===== config.mk =====
export PLATFORM = sky130hd
export DESIGN_NAME = pla_vg2_sig_compactor
export DESIGN_NICKNAME = d
export VERILOG_FILES = /design/src/rtl/pla_vg2_sig_compactor.sv
export SDC_FILE = /design/constraint.sdc
export NUM_CORES = 1
export LEC_CHECK = 0
export ABC_CLOCK_PERIOD_IN_PS = 2460
export BUFFER_PORTS_ARGS = -buffer_cell sky130_fd_sc_hd__buf_2
export CAP_MARGIN = 20
export CORE_MARGIN = 4
export CORE_UTILIZATION = 51
export CTS_CLUSTER_SIZE = 20
export DETAILED_ROUTE_END_ITERATION = 10
export PLACE_DENSITY = 0.83
export SLEW_MARGIN = 5
export SYNTH_ARGS = -nofsm -noshare
export SYNTH_HDL_FRONTEND = slang
export SYNTH_SLANG_ARGS = --single-unit

===== constraint.sdc =====
create_clock -name i_clk -period 2.46 [get_ports i_clk]
set_clock_uncertainty 0.05 [all_clocks]
set_input_delay 0.492 -clock i_clk [delete_from_list [all_inputs] [get_ports i_clk]]
set_output_delay 0.492 -clock i_clk [all_outputs]
set_load 0.05 [all_outputs]

===== src/rtl/pla_vg2_sig_compactor.sv =====
// rtl/pla_vg2_sig_compactor.sv - 16-bit MISR response compactor for the vg2 PLA self-test
//
// Purpose:
//   Folds N_PATTERNS PLA output vectors (one per i_z_valid strobe) into a
//   16-bit MISR seeded with SEED. It then flags completion and compares the
//   result against EXPECTED.
//   Optional build macro: PLA_VG2_TOGGLE_COV_EN adds per-bit toggle coverage
//   outputs. The signature behaviour is the same in both builds.
//
// Parameters:
//   N_PATTERNS  vectors folded per run (1..65535)
//   SEED        MISR value loaded on reset and on every accepted start
//   EXPECTED    golden signature used for o_pass
//
// Ports:
//   i_clk          clock, rising edge
//   i_rst          synchronous active-high reset
//   i_start        begin a run; sampled in IDLE and DONE only
//   i_z_in[7:0]    PLA outputs {z7..z0}
//   i_z_valid      i_z_in holds a valid PLA result this cycle
//   o_busy         high while a run is in progress
//   o_done         high after the final vector until the next start or reset
//   o_pass         o_done and the signature equals EXPECTED
//   o_signature    current MISR contents
//   o_count        vectors accepted in the current run
//   o_cov_seen0    (PLA_VG2_TOGGLE_COV_EN) bit i has been observed at 0
//   o_cov_seen1    (PLA_VG2_TOGGLE_COV_EN) bit i has been observed at 1
//   o_cov_full     (PLA_VG2_TOGGLE_COV_EN) every bit has been seen at both values

module pla_vg2_sig_compactor #(
  parameter int unsigned N_PATTERNS = 256,
  parameter logic [15:0] SEED       = 16'hFFFF,
  parameter logic [15:0] EXPECTED   = 16'h0000
) (
  input  logic        i_clk,
  input  logic        i_rst,
  input  logic        i_start,
  input  logic [7:0]  i_z_in,
  input  logic        i_z_valid,
  output logic        o_busy,
  output logic        o_done,
  output logic        o_pass,
  output logic [15:0] o_signature,
  output logic [15:0] o_count
`ifdef PLA_VG2_TOGGLE_COV_EN
  ,
  output logic [7:0]  o_cov_seen0,
  output logic [7:0]  o_cov_seen1,
  output logic        o_cov_full
`endif
);

  // Count value, before the increment, at which the final vector of a run arrives.
  localparam logic [15:0] LP_LAST = 16'(N_PATTERNS - 1);

  typedef enum logic [1:0] {
    S_IDLE,
    S_RUN,
    S_DONE
  } state_t;

  state_t      r_state;
  logic [15:0] r_sig;
  logic [15:0] r_count;
  logic        r_busy;
  logic        r_done;
  logic [15:0] w_sig_next;

`ifdef PLA_VG2_TOGGLE_COV_EN
  logic [7:0]  r_seen0;
  logic [7:0]  r_seen1;
`endif

  // Shift left. Fold in polynomial 0x1021 when the MSB falls out, then XOR the vector into the low byte.
  assign w_sig_next = {r_sig[14:0], 1'b0}
                    ^ (r_sig[15] ? 16'h1021 : 16'h0000)
                    ^ {8'h00, i_z_in};

  always_ff @(posedge i_clk) begin
    if (i_rst) begin
      r_state <= S_IDLE;
      r_sig   <= SEED;
      r_count <= 16'd0;
      r_busy  <= 1'b0;
      r_done  <= 1'b0;
`ifdef PLA_VG2_TOGGLE_COV_EN
      r_seen0 <= 8'h00;
      r_seen1 <= 8'h00;
`endif
    end else begin
      case (r_state)
        // A start in IDLE or DONE takes priority over a coincident z_valid.
        // The vector that arrives in that cycle is dropped.
        S_IDLE, S_DONE: begin
          if (i_start) begin
            r_state <= S_RUN;
            r_sig   <= SEED;
            r_count <= 16'd0;
            r_busy  <= 1'b1;
            r_done  <= 1'b0;
`ifdef PLA_VG2_TOGGLE_COV_EN
            r_seen0 <= 8'h00;
            r_seen1 <= 8'h00;
`endif
          end
        end
        S_RUN: begin
          if (i_z_valid) begin
            r_sig   <= w_sig_next;
            r_count <= r_count + 16'd1;
`ifdef PLA_VG2_TOGGLE_COV_EN
            r_seen0 <= r_seen0 | ~i_z_in;
            r_seen1 <= r_seen1 | i_z_in;
`endif
            if (r_count == LP_LAST) begin
              r_state <= S_DONE;
              r_busy  <= 1'b0;
              r_done  <= 1'b1;
            end
          end
        end
        default: begin
          r_state <= S_IDLE;
          r_busy  <= 1'b0;
          r_done  <= 1'b0;
        end
      endcase
    end
  end

  assign o_busy      = r_busy;
  assign o_done      = r_done;
  assign o_pass      = r_done & (r_sig == EXPECTED);
  assign o_signature = r_sig;
  assign o_count     = r_count;

`ifdef PLA_VG2_TOGGLE_COV_EN
  assign o_cov_seen0 = r_seen0;
  assign o_cov_seen1 = r_seen1;
  assign o_cov_full  = &{r_seen0, r_seen1};
`endif

endmodule


==> results.yml <==
status:
  result_of_the_run: "completed"
detailed_routing:
  wl_per_cell_um: 13.96
  drt_wl_total_um: 4048
  count_of_nets_left_with_antenna_violations_after_detail_routing: 0
  detailedRoute.firstIterationViolations: 123
  drc: 0
  drt_first_pass_iters: 4
  routed_via_density: 5.579
  vias: 1618
job:
  cap_violations: 0
clock_tree:
  cts_setup_buffers: 0
  clk_pin_slew_worst_paths_ns: 0.09
  cts_tree: "done"
  worst_skew_pair.late_latency_ns: 0.34
  cts.root.buffer_cell: "sky130_fd_sc_hd__clkbuf_4"
  h-tree-depth: 2
  clock_sinks: 36
  cts_max_path_buffers: 2
  ctsHoldBuffers: 0
  post_cts_resize_count: 0
  tritoncts.num_buffers: 5
power_and_ir_drop:
  power_per_cell_area_nw_per_um2: 555.7
  worst_ir_drop_vdd_v: 0.0004069
  p_total_mw: 1.144
  static-leakage-power_nw: 0.8107
yosys:
  post_synth_inst_count: 200
  synthArstFlopShare_pct: 0
  post_synth.cell_area_avg_um2: 8.564
  post_synth_instance_area_um2: 1713
  syn_nets: 213
  synthDistinctLibCells: 35
  synth_enable_flop_cells: 0
  most_common_flop_cell_mapped_by_yosys: "sky130_fd_sc_hd__dfxtp_1"
  postSynthRegisterBits: 36
  yosysSeqAreaShare_pct: 42.07
  synth.yosys.warnings: 0
floorplanning:
  core.rowCount: 20
  die_width_um: 65.96
  area_enclosed_by_the_die_boundary_um2: 4350
  core_area_um2: 3128
  pin_count: 47
  die-height_um: 65.96
  initial_util_pct: 54.76
grt:
  overflow: 0
  grt_max_degree: 23
  track_usage_pct: 20.18
  grt_pass1_vias: 1489
  wire_length_of_the_first_global_routing_pass_um: 6762
  antenna_violations_before_repair: 0
worst_setup_path:
  cp-start-kind: "flop"
  timing.critical_path.cells: "nor4b_1 -> nand4_1 -> nor4_2 -> buf_2"
  setup_slack_of_the_worst_register_to_register_path_ns: 0.46
  timing.reg2reg.worst_path_depth: 5
  critical_path.reg2reg.startpoint: "o_count[0]$_SDFFE_PP0P_"
  critical_path.slowest_cell: "sky130_fd_sc_hd__dfxtp_1"
  worstPathBufferInverterCount: 1
  critical_path.reg2reg.endpoint: "r_state[1]$_SDFFE_PP0P_"
  end_kind: "output port"
  worst_ep_arrival_time_ns: 1.68
  critical_path.top_delay_family: "simple AND/OR/NAND/NOR gates"
  path_max_fanout: 4
  timing.setup.critical_path_class: "reg -> out"
  critical-path-max-stage-delay_ns: 0.34
  timing.critical_path.required_ns: 1.92
  critical_path_depth: 4
finish:
  layout.cells.most_common: "sky130_fd_sc_hd__buf_2"
  mostFrequentLayoutCells: "sky130_fd_sc_hd__buf_2, sky130_fd_sc_hd__dfxtp_1, sky130_fd_sc_hd__nor2_1"
  final.fill_count: 288
  final_layout_size_suffix_gt1_share_pct: 25.20
  flow.area_growth_from_synthesis_pct: 20.16
  antenna_cells: 0
  multi_input_comb_area_um2: 942.2
  register_area_um2: 720.7
  design.final.nets: 258
worst_hold_path:
  min_path_cells: 3
  hp-start: "i_start"
  min-delay-path-class: "in -> reg"
  whs_endpoint: "r_state[0]$_SDFFE_PP0P_"
placed_design:
  io_buf_count: 46
  dp_hpwl_um: 2811
  globalplace.congestion: 0.8191
sta:
  slew_headroom_pct: 62.84
  setup_viol_count_final: 0
  timing.final.hold_violations: 0
  report.final.slew_viol_count: 0
  setup_repair_after_global_routing_missed_its_margin: "no"
  setup_total_negative_slack_ns: 0
  worst_pin_slew_ns: 0.5574
  period_minus_slack_ns: 2.218
  fmaxAchievable_mhz: 450.9
  final_critical_path_share_of_the_clock_period_pct: 90.16
-- area by class of cell --
type                    instances  share of cell area (%)
inverters                       1                  0.1824
well taps                      44                   2.675
multi-input cells             151                   45.78
repair buffers                 50                   12.64
clock inverters                 2                   1.702
flip-flops and latches         36                   35.02
clock buffers                   6                   2.006
-- registers in the layout (all words and copies together), names as in the netlist --
register	count
o_busy	1
o_count	16
o_signature	16
r_state	2
o_done	1
-- worst max-delay path by stage --
stage | from | slack, ns | to
4_1_cts | o_signature[9]$_SDFFE_PP1P_ | 0.20 | o_pass
2_1_floorplan | o_signature[15]$_SDFFE_PP1P_ | 0.01 | o_pass
3_5_place_dp | o_count[0]$_SDFFE_PP0P_ | 0.52 | r_state[1]$_SDFFE_PP0P_
3_3_place_gp | o_count[0]$_SDFFE_PP0P_ | 0.53 | r_state[1]$_SDFFE_PP0P_
6_report | o_signature[9]$_SDFFE_PP1P_ | 0.24 | o_pass
5_1_grt | o_signature[14]$_SDFFE_PP1P_ | 0.12 | o_pass
-- cell usage after synthesis (4+ instances only) --
library cell	number	area share (%)
sky130_fd_sc_hd__or4_1	5	2.2
sky130_fd_sc_hd__a21oi_1	13	3.8
sky130_fd_sc_hd__clkbuf_1	6	1.3
sky130_fd_sc_hd__nor2_1	24	5.3
sky130_fd_sc_hd__nor3_1	18	5.3
sky130_fd_sc_hd__o21bai_1	16	7.0
sky130_fd_sc_hd__o31ai_1	5	2.2
sky130_fd_sc_hd__buf_2	6	1.8
sky130_fd_sc_hd__nand3_1	4	1.2
sky130_fd_sc_hd__nor4_1	4	1.5
sky130_fd_sc_hd__xor2_1	13	6.6
sky130_fd_sc_hd__nand2_1	9	2.0
sky130_fd_sc_hd__o2111ai_1	4	2.0
sky130_fd_sc_hd__dfxtp_1	36	42
-- through the flow --
step	worst slack [ns]	utilization, %	instance area [µm²]	instances	hold WS [ns]
after global routing	0.1239	65.80	2058	290	0.4087
after CTS	0.1994	65.80	2058	290	0.4217
final	0.2421	65.80	2058	290	0.4320
after global placement	0.5331	63.36	1982	282	0.4349
after floorplan	0.01131	-	1719	200	0.4180
after detailed placement	0.5207	63.36	1982	282	0.4423
-- where the power goes --
part           total, mW  internal (mW)  switching (mW)
Combinational      0.134         0.0430          0.0908
Sequential         0.604          0.593          0.0116
Clock              0.406          0.213           0.193
Total               1.14          0.849           0.295
-- logic make-up (layout without fill, tap and decap cells) --
| family | count (synthesis) | after routing | synth area share, % |
|---|---|---|---|
| compound gates | 46 | 46 | 17.97 |
| xor+xnor | 15 | 15 | 7.670 |
| fa+ha+maj | 1 | 1 | 0.7303 |
| buf+inv | 13 | 59 | 3.287 |
| flops | 36 | 36 | 42.07 |
| mux | 1 | 1 | 0.5844 |
| simple gates | 88 | 88 | 27.69 |
-- tightest hold or removal path, cell delays in order --
cell and delay (ns):
sky130_fd_sc_hd__buf_2 0.11, sky130_fd_sc_hd__nand2b_1 0.09, sky130_fd_sc_hd__a211oi_1 0.07
-- routing by layer --
layer | up-vias | GRT usage [%] | wire, µm
met5 | - | 0 | 0
met4 | 0 | 7.868 | 57
met3 | 6 | 5.952 | 264
met2 | 46 | 31.41 | 1878
met1 | 750 | 26.12 | 1848
li1 | 816 | - | -
Note: power is estimated with default switching activity, not from simulation.
